## src/rtl/unsigned_div_pkg.sv

```systemverilog
// rtl/unsigned_div_pkg.sv - shared width default and FSM state type for the restoring divider
package unsigned_div_pkg;

    // Default divisor/quotient width; the dividend is twice this.
    localparam int DIV_W = 8;

    typedef enum logic [1:0] {
        ST_IDLE = 2'd0,
        ST_CALC = 2'd1,
        ST_DONE = 2'd2
    } state_t;

endpackage

```

## src/rtl/unsigned_div_step.sv

```systemverilog
// rtl/unsigned_div_step.sv - one combinational compare-subtract step of a restoring divider
//
// Ports:
//   r       in   W   partial remainder entering this step (always < y)
//   bit_in  in   1   next dividend bit shifted into the remainder
//   y       in   W   divisor
//   r_next  out  W   partial remainder leaving this step
//   q_bit   out  1   quotient bit produced by this step
module unsigned_div_step #(
    parameter int W = 8
) (
    input  logic [W-1:0] r,
    input  logic         bit_in,
    input  logic [W-1:0] y,
    output logic [W-1:0] r_next,
    output logic         q_bit
);

    // Trial value is one bit wider than the divisor so the compare and
    // subtract can never wrap.
    logic [W:0] t;
    logic [W:0] y_ext;

    always_comb begin
        t      = {r, bit_in};
        y_ext  = {1'b0, y};
        q_bit  = (t >= y_ext);
        // When the subtract is taken the difference is < y, so the top bit is
        // always zero; when it is not, t < y and t[W] is zero as well.
        r_next = q_bit ? W'(t - y_ext) : t[W-1:0];
    end

endmodule

```

## src/rtl/unsigned_restoring_div_16by8_l2.sv

```systemverilog
// rtl/unsigned_restoring_div_16by8_l2.sv - sequential unsigned 2W/W restoring divider with L truncated quotient LSBs
//
// Ports:
//   clk        in   1     clock, rising edge
//   rst        in   1     asynchronous active-high reset
//   in_valid   in   1     operands valid
//   in_ready   out  1     divider idle and able to accept operands
//   z          in   2W    dividend
//   y          in   W     divisor
//   out_valid  out  1     result valid, held until out_ready
//   out_ready  in   1     consumer accepts result
//   x          out  W     quotient (low L bits forced to zero)
//   rem        out  W+L   remainder; z == x*y + rem when ovf is low
//   ovf        out  1     divide by zero or quotient would not fit in W bits
module unsigned_restoring_div_16by8_l2
    import unsigned_div_pkg::*;
#(
    parameter int W = DIV_W,
    parameter int L = 2
) (
    input  logic             clk,
    input  logic             rst,
    input  logic             in_valid,
    output logic             in_ready,
    input  logic [2*W-1:0]   z,
    input  logic [W-1:0]     y,
    output logic             out_valid,
    input  logic             out_ready,
    output logic [W-1:0]     x,
    output logic [W+L-1:0]   rem,
    output logic             ovf
);

    localparam int CNT_W = (W > 1) ? $clog2(W) : 1;
    localparam int RW    = W + L;
    // Selects the dividend bits below the last computed quotient position;
    // they pass straight into the remainder.
    localparam logic [W-1:0] LOW_MASK = W'((1 << L) - 1);

    state_t             state;
    logic [W-1:0]       y_q;
    logic [W-1:0]       z_lo_q;
    logic [W-1:0]       r_q;
    logic [CNT_W-1:0]   cnt_q;
    logic [W-1:0]       q_q;
    logic [RW-1:0]      rem_q;
    logic               ovf_q;

    logic               ovf_cond;
    logic [W-1:0]       r_next;
    logic               q_bit;
    logic [RW-1:0]      rem_calc;

    // Upper half already >= divisor means the quotient needs more than W bits.
    assign ovf_cond = (y == '0) || (z[2*W-1:W] >= y);

    unsigned_div_step #(
        .W (W)
    ) u_step (
        .r      (r_q),
        .bit_in (z_lo_q[cnt_q]),
        .y      (y_q),
        .r_next (r_next),
        .q_bit  (q_bit)
    );

    // Final remainder: the last partial remainder, scaled back up by the
    // skipped iterations, with the untouched dividend LSBs appended.
    assign rem_calc = (RW'(r_next) << L) | RW'(z_lo_q & LOW_MASK);

    always_ff @(posedge clk or posedge rst) begin
        if (rst) begin
            state  <= ST_IDLE;
            y_q    <= '0;
            z_lo_q <= '0;
            r_q    <= '0;
            cnt_q  <= '0;
            q_q    <= '0;
            rem_q  <= '0;
            ovf_q  <= 1'b0;
        end else begin
            case (state)
                ST_IDLE: begin
                    if (in_valid) begin
                        y_q    <= y;
                        z_lo_q <= z[W-1:0];
                        rem_q  <= '0;
                        if (ovf_cond) begin
                            q_q   <= '1;
                            r_q   <= '0;
                            ovf_q <= 1'b1;
                            state <= ST_DONE;
                        end else begin
                            q_q   <= '0;
                            r_q   <= z[2*W-1:W];
                            cnt_q <= CNT_W'(W - 1);
                            ovf_q <= 1'b0;
                            state <= ST_CALC;
                        end
                    end
                end
                ST_CALC: begin
                    q_q[cnt_q] <= q_bit;
                    r_q        <= r_next;
                    if (cnt_q == CNT_W'(L)) begin
                        rem_q <= rem_calc;
                        state <= ST_DONE;
                    end else begin
                        cnt_q <= cnt_q - 1'b1;
                    end
                end
                ST_DONE: begin
                    if (out_ready) begin
                        state <= ST_IDLE;
                    end
                end
                default: begin
                    state <= ST_IDLE;
                end
            endcase
        end
    end

    assign in_ready  = (state == ST_IDLE);
    assign out_valid = (state == ST_DONE);
    assign x         = q_q;
    assign rem       = rem_q;
    assign ovf       = ovf_q;

endmodule
```

## config.mk

```make
export PLATFORM = sky130hd
export DESIGN_NAME = unsigned_restoring_div_16by8_l2
export DESIGN_NICKNAME = d
export VERILOG_FILES = /design/src/rtl/unsigned_div_pkg.sv /design/src/rtl/unsigned_div_step.sv /design/src/rtl/unsigned_restoring_div_16by8_l2.sv
export SDC_FILE = /design/constraint.sdc
export NUM_CORES = 1
export LEC_CHECK = 0
export CAP_MARGIN = 20
export CORE_MARGIN = 2
export CORE_UTILIZATION = 58
export CTS_CLUSTER_DIAMETER = 150
export DETAILED_ROUTE_END_ITERATION = 10
export PLACE_DENSITY = 0.85
export REMOVE_ABC_BUFFERS = 1
export SLEW_MARGIN = 30
export SYNTH_ARGS = -nofsm -noshare
export SYNTH_HDL_FRONTEND = slang
export SYNTH_SLANG_ARGS = --single-unit
```

## constraint.sdc

```tcl
create_clock -name clk -period 5.36 [get_ports clk]
set_clock_uncertainty 0.05 [all_clocks]
set_input_delay 0.804 -clock clk [delete_from_list [all_inputs] [get_ports clk]]
set_output_delay 0.804 -clock clk [all_outputs]
set_load 0.05 [all_outputs]
```

# Word level (Yosys, flattened, before mapping)

Index checks and enable logic that the tools add are counted.

$add $sub $neg: 2
Magnitude comparators: 4
Equal/unequal tests: 8
Mux-type cells: 25
Bitwise gates (word level): 1
Reduce and logical (&&, ||, !) cells: 10

Operator list:

| cell                 | count |
|---|---|
| $mux W8              | 5 |
| $pmux W8 S2          | 2 |
| $mux W10             | 2 |
| $pmux W10 S2         | 1 |
| $or A10 B2 Y10       | 1 |
| $ge A9 B8 Y1         | 1 |
| $mux W3              | 3 |
| $bwmux W8            | 1 |
| $ge A8 B8 Y1         | 1 |
| $logic_not A8 Y1     | 1 |
| $mux W2              | 4 |
| $ne A2 B2 Y1 const B | 4 |
| $sub A8 B8 Y8        | 1 |
| $pmux W2 S3          | 1 |
| $pmux W3 S2          | 1 |
| $reduce_and A3 Y1    | 2 |
| $lt A3 B4 Y1 const B | 1 |
| $reduce_and A2 Y1    | 2 |
| $reduce_and A4 Y1    | 1 |
| $bmux W1 S3          | 1 |
| $demux W1 S3         | 1 |
| $eq A3 B2 Y1 const B | 1 |
| $ge A3 B1 Y1 const B | 1 |
| $mux W1              | 3 |
| 8 further kinds      | 8 |

Flip-flop bits (word level): 48
Output and inout bits: 21
Word-level logic and storage cells: 58

# Longest topological paths before layout

Depth in word-level cells: 7
Mapped depth: 11
Gate-level depth less buffers: 10

# By module

A second synthesis with hierarchy kept.

Cells, all modules: 320
Area total of the unflattened synthesis: 2,869.0 µm²

Modules (own cells, without submodules):

| module                          | instances | cells each | area each (µm²) | sequential area each (µm²) |
|---|---|---|---|---|
| unsigned_restoring_div_16by8_l2 | 1         | 251        | 2,348.5         | 1,201.2 |
| unsigned_div_step               | 1         | 69         | 520.5           | 0.0 |

# Least setup slack after synthesis

No wires, ideal clock.

Path type: register -> register
From: register cnt_q[1]
To: register r_q[6]
Arrival: 2.842 ns
Required time: 5.224 ns
Setup slack: 2.382 ns
Cell stages (with the launch flop): 12
Cell sequence: dfrtp_1 > buf_2 > mux4_2 > mux2i_1 > ha_1 > inv_1 > fa_1 > a211oi_1 > nor2_1 > nor4b_1 > o41ai_2 > a32oi_2

Word-level cells in the longest chain between the ends: 5
Elaborated cells between the ends (all ways): 6

Ends and longest elaborated chain:

| what                                          | line                                             | text |
|---|---|---|
| from (decl)                                   | unsigned_restoring_div_16by8_l2.sv:44            | `logic [CNT_W-1:0] cnt_q;` |
| from (signal assigned)                        | unsigned_restoring_div_16by8_l2.sv:96            | `cnt_q <= CNT_W'(W - 1);` |
| from (signal assigned)                        | unsigned_restoring_div_16by8_l2.sv:109           | `cnt_q <= cnt_q - 1'b1;` |
| $bmux W1 S3 (*)                               | unsigned_restoring_div_16by8_l2.sv:61            | `.bit_in (z_lo_q[cnt_q]),` |
| $mux W1 (not written as such) (*)             | unsigned_restoring_div_16by8_l2.sv:61            |  |
| $sub A8 B8 Y8 or $ge A9 B8 Y1 (tied branches) | unsigned_div_step.sv:30, unsigned_div_step.sv:27 |  |
| $mux W8 (*)                                   | unsigned_div_step.sv:30                          | `r_next = q_bit ? W'(t - y_ext) : t[W-1:0];` |
| $pmux W8 S2 (*)                               | unsigned_restoring_div_16by8_l2.sv:82            | `case (state)` |
| to (signal assigned)                          | unsigned_restoring_div_16by8_l2.sv:95            | `r_q <= z[2*W-1:W];` |
| to (signal assigned)                          | unsigned_restoring_div_16by8_l2.sv:104           | `r_q <= r_next;` |
| to (decl)                                     | unsigned_restoring_div_16by8_l2.sv:43            | `logic [W-1:0] r_q;` |

Mark *: on every way between the ends. The rest lies on a longest branch, timed or not. The select of a mux whose other input is x is not followed.
A chain may end at the register's enable or synchronous reset.

# Worst setup path in the final report

Same ends and word-level chain as after synthesis.

==> results.yml <==
clock_network:
  clkSinkCount: 48
  post_cts_resized: 0
  clkTransAtPathRegs_ps: 100
  postCtsHoldBufs: 0
  post_cts_buffers: 0
  cts_buffers: 5
  htree_levels: 2
  cts_tree: "built"
  worstSkewPairLatency_ps: 310
  clk_path_buf_depth: 2
  root_buffer: "clkbuf_8"
routing:
  drt_iter0_drc: 211
  wl_per_cell_um: 16.1
  drc: 0
  vias: 2572
  first_pass_iters: 4
  via_per_inst: 5.98
  ant_nets: 0
  wl_mm: 6.94
pwr:
  clkPwrFrac: 0.089
  p_leak_nw: 1.61
  p_per_area_nw_per_um2: 736
  p_int_mw: 1.32
  p_sw_mw: 1.32
  p_comb_frac: 0.654
  peakVddDrop_uv: 343
  swShare: 0.499
  pwr-share-seq: 0.256
setup_path:
  crit_required_ps: 5460
  rr_worst_depth: 9
  startpoint_type: "register"
  worstPathArrival_ps: 3530
  critical_path_peak_fanout: 10
  r2r_start: "cnt_q[1]$_DFFE_PP0P_"
  r2r-end: "r_q[6]$_DFFE_PP0P_"
  end_kind: "register"
  worst-r2r-setup-slack_ps: 1930
  worstSetupPathType: "register to register"
floorplanning:
  io_pins: 49
  fp-row-count: 26
  core_um2: 5040
  chipWidth_um: 75.8
  die-height_um: 75.8
  start_util: 0.593
  fp.dieArea_um2: 5740
timing:
  hold_viol: 0
  finalSetupViolations: 0
  maxSlewViolCount: 0
  fmax_ghz: 0.291
  slew_headroom: 0.372
  tightest_slew_ps: 942
  period_share: 0.640
  holdWs_ps: 439
  rsz0062_at_grt: "no"
  setup_tns_ps: 0
  min_period_ps: 3430
synthesis:
  avgSynthCellArea_um2: 9.40
  synth_top_family_by_area: "compound AO/OA/AOI/OAI gates"
  yosysSeqAreaShare: 0.402
  synth-xor-area-share: 0.0117
  ys_ff_latch: 48
  synth_flop_cell: "dfrtp_1"
  synthSimpleGateAreaFrac: 0.170
  yosysTopAreaCell: "dfrtp_1"
  yosysTopAreaCellShare: 0.402
  synthAdderAreaFrac: 0.0863
  synthArstFlopShare: 1.00
  ys_warn_count: 0
  yosys-top-cells-area: "dfrtp_1, ha_1, nand2_1"
  yosysUniqueCellTypes: 55
  netlist_area_um2: 2990
  synth_edf_count: 0
  yosysMostFrequentCell: "nand2_1"
  synthCells: 318
  synth_common_cells: "nand2_1, dfrtp_1, o21ai_0, inv_1, ha_1"
  synth_mux_area_frac: 0.0402
  synth_compound_gate_area_share: 0.237
grt:
  grt_pass1_vias: 2379
  grt_antenna_before_repair: 0
  grt_pass1_wl_mm: 11.6
  grt_remaining_overflow: 0
  gr-usage-all-layers: 0.267
  grt_max_degree: 50
layout:
  post-route-util: 0.712
  antenna_cells: 0
  seq_area_um2: 1200
  drive_above_1_share: 0.0917
  multi_input_area_um2: 1630
  fillers: 387
  syn_to_final_growth_pct: 20.2
  nets: 407
min_path:
  min_path_cells: 2
  min_from: "z_lo_q[3]$_DFFE_PP0P_"
  hold_end: "z_lo_q[3]$_DFFE_PP0P_"
  worstHoldPathType: "register to register"
placement:
  dp_hpwl_mm: 5.00
  port_buffers: 48
  place_congestion: 0.920
run_status:
  status: "complete, no violations"
run:
  cap_violations: 0
[how the worst max path moves through the flow]
stage	start	endpoint	slack (ps)	depth (start not counted)
after floorplan	cnt_q[1]$_DFFE_PP0P_	r_q[6]$_DFFE_PP0P_	2360	10
after global placement	cnt_q[1]$_DFFE_PP0P_	r_q[6]$_DFFE_PP0P_	2150	10
after detailed placement	cnt_q[1]$_DFFE_PP0P_	r_q[6]$_DFFE_PP0P_	2010	10
after CTS	cnt_q[1]$_DFFE_PP0P_	r_q[6]$_DFFE_PP0P_	1960	10
after global routing	cnt_q[1]$_DFFE_PP0P_	r_q[6]$_DFFE_PP0P_	1650	10
final	cnt_q[1]$_DFFE_PP0P_	r_q[6]$_DFFE_PP0P_	1930	9
[cells in the final DEF (no fill, tap or decap), types with 3 or more instances in the layout]
cell	synthesis	routed
a22oi_1	5	5
nand2_1	50	50
nor2_1	15	15
clkdlybuf4s50_1	0	48
or2b_2	4	4
clkbuf_8	0	6
a21oi_1	15	15
o2111ai_1	7	7
dfrtp_1	48	48
xor2_1	3	3
nand3_1	7	7
nand3b_1	3	3
inv_1	22	21
ha_1	19	19
a31oi_1	6	6
o21a_1	7	7
nand2b_1	6	6
a211oi_1	4	4
o211ai_1	7	7
mux2i_1	6	6
o21ai_0	24	24
[power by group through the flow]
stage / clock, mW / combinational (mW) / sequential [mW]
global placement: 0 / 1.65 / 0.674
floorplan: 0 / 1.07 / 0.864
finish: 0.236 / 1.73 / 0.676
CTS: 0.239 / 1.71 / 0.674
detailed placement: 0 / 1.70 / 0.682
global route: 0.257 / 1.88 / 0.700
[per-stage QoR]
stage / power, mW / worst slack (ps) / cells / cell area, µm²
2_1_floorplan: 1.94 / 2360 / 303 / 2910
3_3_place_gp: 2.33 / 2150 / 422 / 3490
3_5_place_dp: 2.38 / 2010 / 422 / 3490
4_1_cts: 2.63 / 1960 / 430 / 3590
5_1_grt: 2.84 / 1650 / 430 / 3590
6_report: 2.64 / 1930 / 430 / 3590
[routing by layer]
| layer | vias to the layer above | track usage | wire length [µm] |
|---|---|---|---|
| li1 | 1227 | - | - |
| met4 | 0 | 0.0877 | 128 |
| met5 | - | 0 | 0 |
| met3 | 10 | 0.0423 | 360 |
| met2 | 86 | 0.412 | 3270 |
| met1 | 1249 | 0.385 | 3180 |
[flip-flops by register name (all words and copies together) (netlist names)]
name and flops:
z_lo_q 8, rem 10, x 8, ovf 1, state 2, r_q 8
cnt_q 3, y_q 8
[logic make-up (layout without fill, tap and decap cells)]
kind of cell,Yosys count,count (layout)
XOR/XNOR,4,4
flip-flops,48,48
AND/OR/NAND/NOR,103,103
multiplexers,9,9
adder cells (fa/ha/maj),20,20
buffers and inverters,37,79
AO/OA/AOI/OAI,97,97
[cell type report]
cell class / instances / area share
timing repair buffer: 49 / 0.136
inverter: 22 / 0.0237
sequential: 48 / 0.334
clock buffer: 6 / 0.0230
tap: 70 / 0.0244
multi-input combinational: 233 / 0.455
clock inverter: 2 / 0.00383
[critical path, cell delays in order, from the launching register on]
cell	delay [ps]
dfrtp_1	570
mux4_2	540
mux2i_1	280
ha_1	200
inv_1	50
fa_1	410
a211oi_1	390
nor4b_1	120
o41ai_2	470
a32oi_2	170
Note: power is estimated with default switching activity, not from simulation.
